<file path="src/rtl/pmem_prefetch_arbiter.sv">
// Physical-memory arbiter between the L1 cache demand port and a next-line
// prefetcher, with a one-entry prefetch buffer handed back to the cache.
module pmem_prefetch_arbiter #(
    parameter int s_offset = 5,
    parameter int s_line   = 256
) (
    input  logic              clk,
    input  logic              rst,
    input  logic              cache_pmem_read,
    input  logic              cache_pmem_write,
    input  logic [31:0]       cache_pmem_address,
    input  logic [s_line-1:0] cache_pmem_wdata,
    output logic [s_line-1:0] cache_pmem_rdata,
    output logic              cache_pmem_resp,
    input  logic              prefetch_start,
    input  logic [31:0]       cacheline_address,
    input  logic              cache_way,
    output logic [s_line-1:0] prefetch_rdata,
    output logic              prefetch_ready,
    output logic [31:0]       pf_cline_address,
    output logic              pf_cache_way,
    input  logic              prefetch_consume,
    output logic              pmem_read,
    output logic              pmem_write,
    output logic [31:0]       pmem_address,
    output logic [s_line-1:0] pmem_wdata,
    input  logic [s_line-1:0] pmem_rdata,
    input  logic              pmem_resp
);

    typedef enum logic [1:0] {
        IDLE     = 2'd0,
        DEMAND   = 2'd1,
        PREFETCH = 2'd2
    } state_t;

    localparam logic [31:0] line_mask = ~((32'd1 << s_offset) - 32'd1);
    localparam logic [31:0] line_size = 32'd1 << s_offset;

    // Line-granular address compare (byte offset bits ignored).
    function automatic logic line_match(input logic [31:0] a, input logic [31:0] b);
        return ((a ^ b) & line_mask) == 32'd0;
    endfunction

    state_t              state_r, state_s;
    logic                pf_pending_r;
    logic [31:0]         pf_addr_r;
    logic                pf_way_r;
    logic [31:0]         inflight_addr_r;
    logic                inflight_way_r;
    logic                inflight_stale_r;
    logic                buf_valid_r;
    logic [s_line-1:0]   buf_data_r;
    logic [31:0]         buf_addr_r;
    logic                buf_way_r;

    logic                hint_valid_s;
    logic [31:0]         hint_target_s;
    logic                eff_pending_s;
    logic [31:0]         eff_addr_s;
    logic                eff_way_s;
    logic                demand_req_s;
    logic                grant_demand_s;
    logic                grant_pf_s;
    logic                pf_done_s;
    logic                stale_now_s;
    logic                buf_write_hit_s;

    // Hint decode, arbitration qualifiers and coherence hits.
    always_comb begin
        hint_valid_s    = prefetch_start && ((cacheline_address & line_mask) != line_mask);
        hint_target_s   = (cacheline_address & line_mask) + line_size;
        // A hint arriving this cycle is newer than anything already pending.
        eff_pending_s   = pf_pending_r | hint_valid_s;
        eff_addr_s      = hint_valid_s ? hint_target_s : pf_addr_r;
        eff_way_s       = hint_valid_s ? cache_way : pf_way_r;
        demand_req_s    = cache_pmem_read | cache_pmem_write;
        grant_demand_s  = (state_r == IDLE) && demand_req_s;
        grant_pf_s      = (state_r == IDLE) && !demand_req_s && eff_pending_s;
        pf_done_s       = (state_r == PREFETCH) && pmem_resp;
        // A write to the in-flight line, even on the completion cycle, makes the fetched data stale.
        stale_now_s     = inflight_stale_r ||
                          ((state_r == PREFETCH) && cache_pmem_write &&
                           line_match(cache_pmem_address, inflight_addr_r));
        buf_write_hit_s = (state_r == DEMAND) && cache_pmem_write && buf_valid_r &&
                          line_match(cache_pmem_address, buf_addr_r);
    end

    // Next-state selection and memory-port steering.
    always_comb begin
        state_s          = state_r;
        pmem_read        = 1'b0;
        pmem_write       = 1'b0;
        pmem_address     = 32'd0;
        pmem_wdata       = '0;
        cache_pmem_rdata = '0;
        cache_pmem_resp  = 1'b0;
        case (state_r)
            IDLE: begin
                if (demand_req_s) begin
                    state_s = DEMAND;
                end else if (eff_pending_s) begin
                    state_s = PREFETCH;
                end else begin
                    state_s = IDLE;
                end
            end
            DEMAND: begin
                pmem_read        = cache_pmem_read;
                pmem_write       = cache_pmem_write;
                pmem_address     = cache_pmem_address;
                pmem_wdata       = cache_pmem_wdata;
                cache_pmem_rdata = pmem_rdata;
                cache_pmem_resp  = pmem_resp;
                if (pmem_resp) begin
                    state_s = IDLE;
                end else begin
                    state_s = DEMAND;
                end
            end
            PREFETCH: begin
                pmem_read    = 1'b1;
                pmem_address = inflight_addr_r;
                if (pmem_resp) begin
                    state_s = IDLE;
                end else begin
                    state_s = PREFETCH;
                end
            end
            default: begin
                state_s = IDLE;
            end
        endcase
    end

    // State, pending-hint, in-flight and buffer registers.
    always_ff @(posedge clk) begin
        if (rst) begin
            state_r          <= IDLE;
            pf_pending_r     <= 1'b0;
            pf_addr_r        <= 32'd0;
            pf_way_r         <= 1'b0;
            inflight_addr_r  <= 32'd0;
            inflight_way_r   <= 1'b0;
            inflight_stale_r <= 1'b0;
            buf_valid_r      <= 1'b0;
            buf_data_r       <= '0;
            buf_addr_r       <= 32'd0;
            buf_way_r        <= 1'b0;
        end else begin
            state_r <= state_s;

            if (grant_pf_s) begin
                pf_pending_r    <= 1'b0;
                inflight_addr_r <= eff_addr_s;
                inflight_way_r  <= eff_way_s;
            end else if (grant_demand_s && eff_pending_s &&
                         line_match(cache_pmem_address, eff_addr_s)) begin
                pf_pending_r <= 1'b0;
            end else if (hint_valid_s) begin
                pf_pending_r <= 1'b1;
                pf_addr_r    <= hint_target_s;
                pf_way_r     <= cache_way;
            end

            inflight_stale_r <= pf_done_s ? 1'b0 : stale_now_s;

            // A fresh line wins over a same-cycle consume.
            if (pf_done_s && !stale_now_s) begin
                buf_valid_r <= 1'b1;
                buf_data_r  <= pmem_rdata;
                buf_addr_r  <= inflight_addr_r;
                buf_way_r   <= inflight_way_r;
            end else if (prefetch_consume || buf_write_hit_s) begin
                buf_valid_r <= 1'b0;
            end
        end
    end

    assign prefetch_ready   = buf_valid_r;
    assign prefetch_rdata   = buf_data_r;
    assign pf_cline_address = buf_addr_r;
    assign pf_cache_way     = buf_way_r;

endmodule

</file>
<file path="config.mk">
export PLATFORM = sky130hd
export DESIGN_NAME = pmem_prefetch_arbiter
export DESIGN_NICKNAME = d
export VERILOG_FILES = /design/src/rtl/pmem_prefetch_arbiter.sv
export SDC_FILE = /design/constraint.sdc
export NUM_CORES = 1
export LEC_CHECK = 0
export BUFFER_PORTS_ARGS = -buffer_cell sky130_fd_sc_hd__buf_2
export CORE_AREA = 2 2 551 553
export DETAILED_ROUTE_END_ITERATION = 8
export DIE_AREA = 0 0 553 555
export PLACE_DENSITY_LB_ADDON = 0.12
export SETUP_SLACK_MARGIN = 0.3
export SYNTH_ARGS = -nofsm -noshare
export SYNTH_HDL_FRONTEND = slang
export SYNTH_SLANG_ARGS = --single-unit
</file>
<file path="constraint.sdc">
create_clock -name clk -period 5.85 [get_ports clk]
set_input_delay 0.585 -clock clk [delete_from_list [all_inputs] [get_ports clk]]
set_output_delay 0.585 -clock clk [all_outputs]
set_load 0.1 [all_outputs]
</file>
=== Word level (Yosys, flattened, before mapping) ===
Cells that the tools add are included.

* Bits in registers: 360
* ROM bits: 0
* Output and inout port bits: 837
* Input bits: 584
* Word-level logic and storage cells: 62
* Latch bits: 0
* Bits in writable memories: 0
* Memories: 0

* $mul: 0
* Divide/modulo/power cells: 0
* Mux-type cells: 15
* Add/subtract/negate cells: 1
* Reduce and logical (&&, ||, !) cells: 25
* Eq/ne operators: 3
* $lt $le $gt $ge: 0
* Shift-type cells: 0
* Bitwise operators: 7

{| class="wikitable"
|+ Operator list
! operator !! number
|-
| $mux 256 || 2
|-
| $logic_not 32->1 || 3
|-
| $xor 32x32->32 || 3
|-
| $pmux 32 s2 || 1
|-
| $add 32x6->32 const B || 1
|-
| $mux 32 || 1
|-
| $ne 27x27->1 const B || 1
|-
| $logic_and 1x1->1 || 13
|-
| $mux 1 || 6
|-
| $mux 2 || 3
|-
| $pmux 2 s3 || 1
|-
| $reduce_or 3->1 || 1
|-
| $eq 2x1->1 const B || 1
|-
| $eq 2x2->1 const B || 1
|-
| $logic_not 1->1 || 2
|-
| $logic_not 2->1 || 1
|-
| $logic_or 1x1->1 || 2
|-
| $not 1->1 || 2
|-
| $or 1x1->1 || 2
|-
| $pmux 1 s2 || 1
|-
| $reduce_and 2->1 || 1
|-
| $reduce_bool 2->1 || 1
|-
| $reduce_or 2->1 || 1
|}

=== Longest topological paths before layout ===
Gate-level depths: netlist of run 1.

* Depth after elaboration: 8
* Depth in mapped cells: 12
* Gate-level depth less buffers: 10

=== Worst setup path before layout of run 1 ===
Ideal clock, no wire load.

* Kind: flip-flop to output port
* From: reg state_r[1]
* To: out pmem_address[29]
* Setup slack: 2549 ps
* Path buffers: 3
* Data required time: 5265 ps
* Arrival time: 2716 ps
* Cell stages (with the launch flop): 8
* Path through: dfxtp_1 inv_1 ha_1 clkbuf_1 clkbuf_1 clkbuf_1 a22oi_1 nor2b_1

* Word-level cells in the longest chain between the ends: 2
* Elaborated cells on any way between the ends: 3
* Those cells by class: eq/ne: 2; mux: 1

{| class="wikitable"
|+ RTL lines
! item !! line !! source
|-
| start, declared || 45 || <nowiki>state_t state_r, state_s;</nowiki>
|-
| start signal, assigned || 151 || <nowiki>state_r <= state_s;</nowiki>
|-
| $eq 2x2->1 or $eq 2x1->1 (tied branches) || 98 || <nowiki>case (state_r)</nowiki>
|-
| $pmux 32 s2 (*) || 98 ||
|-
| end, declared || 25 || <nowiki>output logic [31:0] pmem_address,</nowiki>
|}

Every way passes the cells marked *; elsewhere a longest branch is shown, timed or not.

=== Worst setup path after layout of run 1 ===
* From: reg state_r[1]
* To: out pmem_wdata[134]

* Word-level cells in the longest chain between the ends: 2

{| class="wikitable"
|+ RTL lines
! item !! line !! source
|-
| $eq 2x1->1 || 98 ||
|-
| $mux 256 || 98 ||
|-
| end, declared || 26 || <nowiki>output logic [s_line-1:0] pmem_wdata,</nowiki>
|}

Every way passes these cells.

==> flow_metrics.tcl, run 1 <==
set metrics [dict create \
    run_status "complete, no violations" \
    dieHeight_um 555 \
    pre_cts_slack_ns 1.296 \
    drcViolationCount 0 \
    tns_ns 0 \
    min-delay-path-class "input pin to flip-flop" \
    yosys_register_bits 360 \
    ff_latch_area_um2 7207 \
    hold_path.startpoint "pmem_rdata[25]" \
    warnings_from_yosys 0 \
    critical-path-slowest-cell "sky130_fd_sc_hd__ha_4" \
    syn-cell-area_um2 18770 \
    synth_nets 3113 \
    ys_async_rst_share 0 \
    cp_num_buf_inv 3 \
    post_synth.cell_area_avg_um2 7.435 \
    clockPowerShare 0.351 \
    synth_edf_count 0 \
    postSynthCellCount 2524 \
    total_switching_power_mw 4.580 \
    max-cap-violations 0 \
    fp-row-count 202 \
    r2r.worst_path.cells 7 \
    fin_worst_hold_slack_ns 0.1430 \
    post_synth_num_cell_types 69 \
    cts_max_path_buffers 3 \
    netlist.area_leader.share 0.3841 \
    start_kind "flip-flop" \
    cts_buffers 54 \
    finalMaxSlewViolations 0 \
    internal-power_mw 5.086 \
    cts_tree "built" \
    final.min_clock_period_ns 4.285 \
    post-route-worst-setup-slack_ns 1.565 \
    synth.area.top_cells "sky130_fd_sc_hd__dfxtp_1 38%, sky130_fd_sc_hd__and2_1 17%, sky130_fd_sc_hd__nand2_1 12%, sky130_fd_sc_hd__a21oi_1 9.3%, sky130_fd_sc_hd__clkbuf_1 4.0%" \
    ios 1421 \
    grt.overflow.total 0 \
    initial_antenna_violation_count 88 \
    cts_num_sinks 360 \
    r2r_start "inflight_addr_r[19]" \
    postCtsHoldBufs 0 \
    worstHoldEndpoint "prefetch_rdata[25]" \
    cts_repair_resize_count 0 \
    grt_pass1_wl_um 251900 \
    detail_route.first_pass.iterations 5 \
    worst_skew_pair.late_latency_ns 0.69 \
    finalCoreUtilization 0.1072 \
    setup.reg_to_reg.worst_slack_ns 2.07 \
    antenna_left 0 \
    critical_path_peak_fanout 97 \
    share_comb_of_total_power 0.385 \
    netlist.top_cell.by_area "sky130_fd_sc_hd__dfxtp_1" \
    leakagePower_nw 13.93 \
    period_utilisation_layout 0.7324 \
    routabilityCongestion 0.9717 \
    global_route.usage.total 0.1243 \
    report.final.hold_viol_count 0 \
    cts.reportedPaths.clkPinSlew_ns 0.07 \
    worstHoldPathCells 3 \
    grt_setup_unrepaired "no" \
    postRouteWirelength_um 199300 \
    peak_ir_drop_on_the_vdd_network_mv 0.1908 \
    fp.dieArea_um2 306900 \
    place.port_buffers 1415 \
    seq_area_frac_synth 0.3841 \
    worst_pin_slew_ns 1.181 \
    finalPower_mw 9.666 \
    critical-path-max-stage-delay_ns 0.70 \
    area_delta_synth_final_pct 72.18 \
    area_of_the_core_um2 301300 \
    clock_tree.root_cell "sky130_fd_sc_hd__clkbuf_16" \
    ctsHtreeMaxLevel 2 \
    critPathCaptureType "output pin" \
    grt_max_degree 179 \
    p_per_area_nw_per_um2 299.2 \
    starting_utilization_of_the_core_area 0.06229 \
    regToRegEndpoint "prefetch_rdata[217]" \
    clock-skew-final_ns 0.05335 \
    setup_viol 0 \
    critical_path.top_delay_family "buffers and inverters" \
    hpwlAfterDp_um 170400 \
    switching_share 0.4738 \
    multiInputGateArea_um2 10690 \
    num-fill-cells 35350 \
    nNetsFinal 4402 \
    total_via_count_in_the_routed_design 23490 \
    via_per_inst 2.980 \
    fp.dieW_um 553 \
    worst-endpoint-required_ns 5.27 \
    path_cells "inv_1 -> ha_4 -> buf_4 -> and2_1 -> buf_2" \
    timing_worst_setup_path_type "flip-flop to output pin" \
    ys.flop_type "sky130_fd_sc_hd__dfxtp_1" \
    p_seq_frac 0.264 \
    worst_slew_margin_rel 0.2121 \
    grt_pass1_vias 23540 \
    drive_gt1_frac 0.4072 \
    cts_setup_buffers 0 \
    routed_len_inst_um 25.29 \
    critPathArrivalTime_ns 3.70 \
    fmax_mhz 233.4 \
    dr.first_iter.drc_count 1253 \
]
[area by class of cell]
cell class / count / area share
diodes: 52 / 0.004027
clock buffers: 82 / 0.05007
clock inverters: 12 / 0.005267
inverters: 16 / 0.001859
multi-input cells: 1930 / 0.3307
flip-flops and latches: 360 / 0.2231
well taps: 3978 / 0.1540
repair buffers: 1451 / 0.2310
[worst max-delay path by stage]
stage,start,to,slack [ns],cells past startpoint
finish,state_r[1],pmem_wdata[134],1.57,5
global route,state_r[1],pmem_wdata[134],1.34,5
CTS,state_r[1],pmem_wdata[128],1.45,5
detailed placement,cacheline_address[5],pf_addr_r[31],1.30,12
global placement,cacheline_address[5],pf_addr_r[30],1.32,13
floorplan,state_r[1],pmem_address[29],2.55,7
[cell families after synthesis]
group	after synthesis	share of synthesized area
buf+inv	234	0.04827
fa+ha+maj	5	0.003334
flops	360	0.3841
mux	8	0.004534
compound gates	470	0.1468
xor+xnor	110	0.05354
simple gates	1337	0.3594
[placed cells by master, fill, tap and decap left out, drive strengths merged, types with 37 or more instances in the layout]
cell,n
buf,1451
nand2,600
and2,518
dfxtp,360
a21oi,350
clkbuf,82
nor2,71
xnor2,69
diode,52
a211oi,44
xor2,38
nor2b,37
[through the flow]
step / area, um2 / cells
floorplan: 18770 / 2524
finish: 32310 / 7881
global placement: 30390 / 7735
detailed placement: 30390 / 7735
global route: 32230 / 7849
CTS: 32180 / 7829
[Yosys cell counts (all sizes together) (4+ instances only)]
cell type / instances
nand2: 600
and2: 518
dfxtp: 360
a21oi: 350
clkbuf: 201
nor2: 71
xnor2: 69
a211oi: 44
xor2: 38
nor2b: 37
a22oi: 32
nand3: 28
nand4: 26
buf: 17
inv: 15
nor4: 14
nor3: 12
o21ai: 10
and4: 8
nor3b: 7
and3: 6
ha: 5
a311oi: 4
a31o: 4
mux2: 4
mux2i: 4
or4: 4
[state kept, by name (all words and copies together) (netlist names)]
| register | flops |
|---|---|
| prefetch_rdata | 256 |
| inflight_addr_r | 32 |
| pf_addr_r | 32 |
| pf_cline_address | 32 |
| state_r | 2 |
| inflight_stale_r | 1 |
| inflight_way_r | 1 |
| pf_cache_way | 1 |
| pf_pending_r | 1 |
| pf_way_r | 1 |
| prefetch_ready | 1 |
[per-layer routing]
layer | track usage | routed length [um] | vias to the layer above | part of all wire
met4 | 0.05414 | 9493 | 34 | 0.048
met1 | 0.1365 | 75650 | 11270 | 0.38
met3 | 0.03640 | 14960 | 212 | 0.075
met2 | 0.2206 | 98970 | 1084 | 0.50
li1 | - | - | 10890 | -
met5 | 0 | 234 | - | 0.0012
[worst reg2reg max path, stage by stage (launching register included)]
cell	delay [ns]
sky130_fd_sc_hd__dfxtp_1	0.47
sky130_fd_sc_hd__xor2_1	0.11
sky130_fd_sc_hd__nor4_1	0.98
sky130_fd_sc_hd__a41oi_1	0.53
sky130_fd_sc_hd__nand3_4	0.71
sky130_fd_sc_hd__buf_4	0.59
sky130_fd_sc_hd__nand2_1	0.13
sky130_fd_sc_hd__a21oi_1	0.15
[power groups by stage]
stage	clock [mW]	combinational (mW)	sequential, mW
finish	3.40	3.72	2.55
global route	3.63	3.85	2.56
CTS	3.56	3.78	2.55
detailed placement	0	3.77	2.60
global placement	0	3.79	2.60
floorplan	0	2.50	2.77
No activity file was read; power rests on OpenSTA's default activity.
==> inputs of run 2 (changes only) <==
--- a/config.mk
+++ b/config.mk
@@ -6,9 +6,9 @@
 export NUM_CORES = 1
 export LEC_CHECK = 0
 export BUFFER_PORTS_ARGS = -buffer_cell sky130_fd_sc_hd__buf_2
-export CORE_AREA = 2 2 551 553
+export CORE_AREA = 2 2 550 552
 export DETAILED_ROUTE_END_ITERATION = 8
-export DIE_AREA = 0 0 553 555
+export DIE_AREA = 0 0 552 554
 export PLACE_DENSITY_LB_ADDON = 0.12
 export SETUP_SLACK_MARGIN = 0.3
 export SYNTH_ARGS = -nofsm -noshare
==> constraint.sdc (replaced) <==
create_clock -name clk -period 3.5 [get_ports clk]
set_input_delay 0.35 -clock clk [delete_from_list [all_inputs] [get_ports clk]]
set_output_delay 0.35 -clock clk [all_outputs]
set_load 0.1 [all_outputs]
==> flow_metrics.tcl, run 2 (synthesis results as in run 1) <==
set metrics [dict create \
    run_status "complete, no violations" \
    grt_pass1_vias 25790 \
    nNetsFinal 4784 \
    antenna_left 0 \
    critPathLaunch "state_r[1]" \
    ff_latch_area_um2 7207 \
    r2r.worst_path.cells 12 \
    p_per_area_nw_per_um2 457.5 \
    period_utilisation_layout 0.9074 \
    leakagePower_nw 15.70 \
    peak_ir_drop_on_the_vdd_network_mv 0.3394 \
    r2r_start "state_r[0]" \
    clock-skew-final_ns 0.02704 \
    critical-path-slowest-cell "sky130_fd_sc_hd__buf_2" \
    dieHeight_um 554 \
    worst_setup_path_endpoint "pmem_wdata[44]" \
    cts.reportedPaths.clkPinSlew_ns 0.06 \
    via_per_inst 3.055 \
    drive_gt1_frac 0.4002 \
    fin_worst_hold_slack_ns 0.1053 \
    dr.first_iter.drc_count 1290 \
    regToRegEndpoint "prefetch_rdata[194]" \
    worst_slew_margin_rel 0.3514 \
    crit_path_frequent_cell "sky130_fd_sc_hd__buf_12" \
    hold_path.startpoint "rst" \
    critical_path_peak_fanout 37 \
    worst-endpoint-required_ns 3.15 \
    postRouteWirelength_um 218500 \
    setup.reg_to_reg.worst_slack_ns 0.65 \
    fp-row-count 201 \
    worst_skew_pair.late_latency_ns 0.68 \
    fp.dieW_um 552 \
    finalPower_mw 16.65 \
    mostFrequentLayoutCell "sky130_fd_sc_hd__buf_2" \
    cts_tree "built" \
    critPathArrivalTime_ns 2.83 \
    global_route.usage.total 0.1369 \
    critPathCaptureType "output pin" \
    fmax_mhz 314.9 \
    max-cap-violations 0 \
    final_cell_count_without_fillers 8218 \
    most-common-layout-cells "1257 x sky130_fd_sc_hd__buf_2, 599 x sky130_fd_sc_hd__nand2_1, 511 x sky130_fd_sc_hd__and2_1" \
    fp.dieArea_um2 305800 \
    clock_tree.root_cell "sky130_fd_sc_hd__clkbuf_16" \
    report.final.hold_viol_count 0 \
    cts_setup_buffers 0 \
    num-fill-cells 35050 \
    drcViolationCount 0 \
    routed_len_inst_um 26.59 \
    hpwlAfterDp_um 188600 \
    setup_viol 0 \
    grt.overflow.total 0 \
    post-place-cells 7840 \
    starting_utilization_of_the_core_area 0.06270 \
    cts_max_path_buffers 3 \
    ctsHtreeMaxLevel 2 \
    grt_pass1_wl_um 277200 \
    start_kind "flip-flop" \
    cts_buffers 52 \
    largest_register_ffs 256 \
    timing_worst_setup_path_type "flip-flop to output pin" \
    min-delay-path-class "input pin to flip-flop" \
    grt_max_degree 161 \
    total_via_count_in_the_routed_design 25100 \
    initial_antenna_violation_count 92 \
    detail_route.first_pass.iterations 7 \
    final.min_clock_period_ns 3.176 \
    tns_ns 0 \
    area_delta_synth_final_pct 93.93 \
    worst_pin_slew_ns 0.9706 \
    grt_setup_unrepaired "yes" \
    path_cells "inv_1 -> ha_4 -> buf_12 -> buf_12 -> and2_1 -> buf_2" \
    routabilityCongestion 1.039 \
    area_of_the_core_um2 299300 \
    ios 1421 \
    cts_num_sinks 360 \
    multiInputGateArea_um2 10690 \
    critical-path-max-stage-delay_ns 0.53 \
    place.port_buffers 1415 \
    finalMaxSlewViolations 0 \
]
==> run 2: changes by cell type in the layout (fill, tap and decap cells not counted), sizes merged, moves of 2 or more <==
cell	previous run	this run
dlygate4sd3	0	258
clkbuf	82	90
inv	15	17
buf	1451	1566
diode	52	25
==> run 2: final cells by class <==
class,instances,area share
Antenna cell,25,0.001719
Clock buffer,79,0.04129
Clock inverter,15,0.005467
Inverter,16,0.001650
Multi-Input combinational cell,1930,0.2938
Sequential cell,360,0.1980
Tap cell,3958,0.1361
Timing Repair Buffer,1835,0.3219
==> run 2: worst min path at each step <==
stage / endpoint / slack (ns) / cells after the start
6_report: prefetch_rdata[2] / 0.11 / 2
5_1_grt: prefetch_rdata[211] / 0.11 / 3
4_1_cts: prefetch_rdata[206] / 0.004 / 4
3_5_place_dp: prefetch_rdata[175] / 0.44 / 2
3_3_place_gp: prefetch_rdata[102] / 0.44 / 2
2_1_floorplan: pf_cache_way / 0.43 / 2
==> run 2: repair_timing <==
item | 4_1_cts | 5_1_grt
hold endpoints to repair | 259 | 0
gates cloned | 0 | 1
hold buffers | 258 | 0
setup endpoints to repair | 142 | 116
gates resized for setup | 131 | 12
pin swaps | 0 | 0
==> run 2: layer usage <==
metal,global-route usage,vias to the layer above,part of all wire
met5,0,-,0.0016
met4,0.04350,50,0.034
met3,0.04172,219,0.074
met2,0.2509,1115,0.51
met1,0.1487,12110,0.38
li1,-,11610,-
==> run 2: worst max-delay path: cells and delay by family (launching register included) <==
kind	cells	cell delay, ns
simple gates	1	0.48
flops	1	0.33
buf+inv	4	1.05
fa+ha+maj	1	0.21
==> run 2: where the power goes <==
group          internal, mW  total, mW  leakage [nW]  switching, mW
logic                  1.37       6.82          12.0           5.45
registers              4.19       4.26          2.91         0.0754
clock network          3.18       5.57         0.829           2.39
total                  8.74       16.6          15.7           7.91
==> run 2: stage by stage <==
step | area (um2) | util | worst slack (ns)
global route | 36350 | 0.1215 | 0.2118
global placement | 31660 | 0.1058 | -0.1002
floorplan | 18770 | - | 0.4339
CTS | 36270 | 0.1212 | 0.2113
finish | 36390 | 0.1216 | 0.3240
detailed placement | 31660 | 0.1058 | -0.1093
==> inputs of run 3 (changes only) <==
==> constraint.sdc (replaced) <==
create_clock -name clk -period 2.8 [get_ports clk]
set_input_delay 0.28 -clock clk [delete_from_list [all_inputs] [get_ports clk]]
set_output_delay 0.28 -clock clk [all_outputs]
set_load 0.1 [all_outputs]
==> flow_metrics.tcl, run 3 (synthesis results as in run 1) <==
set metrics [dict create \
    grt_setup_unrepaired "yes" \
    grt_pass1_vias 26970 \
    fin_worst_hold_slack_ns 0.06192 \
    global_route.usage.total 0.1407 \
    drcViolationCount 0 \
    clock-skew-final_ns 0.04232 \
    max-cap-violations 0 \
    timing_worst_setup_path_type "flip-flop to output pin" \
    area_delta_synth_final_pct 167.5 \
    initial_antenna_violation_count 81 \
    cts_num_sinks 360 \
    worst_slew_margin_rel 0.4272 \
    critPathCaptureType "output pin" \
    finalMaxSlewViolations 0 \
    start_kind "flip-flop" \
    worst_skew_pair.late_latency_ns 0.70 \
    mostFrequentLayoutCell "sky130_fd_sc_hd__buf_2" \
    post-route-worst-setup-slack_ns -0.04280 \
    cts_max_path_buffers 3 \
    setup_viol 12 \
    routabilityCongestion 0.9765 \
    grt_max_degree 63 \
    fp.dieW_um 552 \
    p_per_area_nw_per_um2 493.8 \
    postRouteWirelength_um 233700 \
    run_status "complete, but fails checks" \
    starting_utilization_of_the_core_area 0.06270 \
    final.min_clock_period_ns 2.843 \
    total_via_count_in_the_routed_design 26500 \
    place.port_buffers 1415 \
    cts.reportedPaths.clkPinSlew_ns 0.06 \
    via_per_inst 3.114 \
    critPathLaunch "state_r[1]" \
    worst_pin_slew_ns 0.8531 \
    fp.dieArea_um2 305800 \
    cts_buffers 54 \
    r2r_start "state_r[1]" \
    grt.overflow.total 0 \
    min-delay-path-class "input pin to flip-flop" \
    routed_len_inst_um 27.46 \
    critical_path_peak_fanout 9 \
    report.final.hold_viol_count 0 \
    peak_ir_drop_on_the_vdd_network_mv 0.3784 \
    violations "setup timing" \
    fp-row-count 201 \
    area_of_the_core_um2 299300 \
    clock_tree.root_cell "sky130_fd_sc_hd__clkbuf_16" \
    leakagePower_nw 20.39 \
    ios 1421 \
    antenna_left 0 \
    hpwlAfterDp_um 186900 \
    num-fill-cells 33600 \
    worst-endpoint-required_ns 2.52 \
    nNetsFinal 5063 \
    dr.first_iter.drc_count 1469 \
    hold_path.startpoint "rst" \
    cts_tree "built" \
    dieHeight_um 554 \
    ctsHtreeMaxLevel 2 \
    fmax_mhz 351.8 \
    largest_register_ffs 256 \
    finalCoreUtilization 0.1677 \
    period_utilisation_layout 1.015 \
    drive_gt1_frac 0.5550 \
    detail_route.first_pass.iterations 5 \
    critPathArrivalTime_ns 2.56 \
    grt_pass1_wl_um 285400 \
    most-common-layout-cells "868 x sky130_fd_sc_hd__buf_2, 599 x sky130_fd_sc_hd__buf_12, 563 x sky130_fd_sc_hd__nand2_1" \
]
-- run 3: path summary, 6_finish.rpt --
kind,end,cells after the start,slack [ns]
setup / recovery,cache_pmem_rdata[114],10,-0.04
hold / removal,inflight_addr_r[21],2,0.06
setup reg to reg,prefetch_rdata[111],15,0.15
hold reg to reg,prefetch_rdata[71],2,0.45
-- run 3: cell type report --
class	instances	area [um2]	area share
Clock inverter	19	247.7	0.004936
Timing Repair Buffer	2110	23600	0.4702
Inverter	16	62.56	0.001246
Sequential cell	360	7216	0.1438
Clock buffer	80	1600	0.03188
Antenna cell	34	85.08	0.001695
Tap cell	3958	4952	0.09866
Multi-Input combinational cell	1932	12430	0.2476
-- run 3: metrics by stage --
step | power, mW | TNS (ns) | area [um2] | std cells | worst slack, ns
after global placement | 15.06 | -96.26 | 37500 | 7956 | -0.7024
final | 24.79 | -0.1389 | 50190 | 8509 | -0.04280
after floorplan | 11.06 | 0 | 18990 | 2524 | 0.1697
after detailed placement | 15.01 | -99.14 | 37500 | 7956 | -0.6521
after global routing | 25.62 | -12.65 | 50130 | 8484 | -0.1293
after CTS | 24.14 | -40.16 | 45520 | 8369 | -0.1675
-- run 3: timing repair --
action,CTS,global route
gates resized for setup,747,901
endpoints found under the hold margin,261,0
gates cloned,25,50
hold buffers,260,0
setup buffers,29,56
pin swaps,13,138
setup endpoints to repair,871,872
-- run 3: per-layer routing --
metal,share of wire,wire (um),vias up,GRT usage
met5,0.0010,240,-,0
met4,0.028,6652,40,0.03456
met3,0.063,14690,205,0.03781
met2,0.53,124400,1154,0.2682
met1,0.38,87690,12900,0.1514
li1,-,-,12200,-
-- run 3: where the power goes --
group | internal (mW) | total [mW] | switching [mW]
sequential | 5.23 | 5.33 | 0.0992
combinational | 4.46 | 12.1 | 7.63
clock | 4.31 | 7.36 | 3.04
total | 14.0 | 24.8 | 10.8
-- run 3: worst max-delay path, stage by stage (launching register included) --
cell and delay, ns:
sky130_fd_sc_hd__dfxtp_2 0.32, sky130_fd_sc_hd__buf_6 0.12, sky130_fd_sc_hd__inv_4 0.04, sky130_fd_sc_hd__buf_6 0.08
sky130_fd_sc_hd__ha_4 0.13, sky130_fd_sc_hd__buf_12 0.15, sky130_fd_sc_hd__buf_16 0.17, sky130_fd_sc_hd__buf_16 0.19
sky130_fd_sc_hd__buf_16 0.16, sky130_fd_sc_hd__and2_4 0.24, sky130_fd_sc_hd__buf_12 0.19
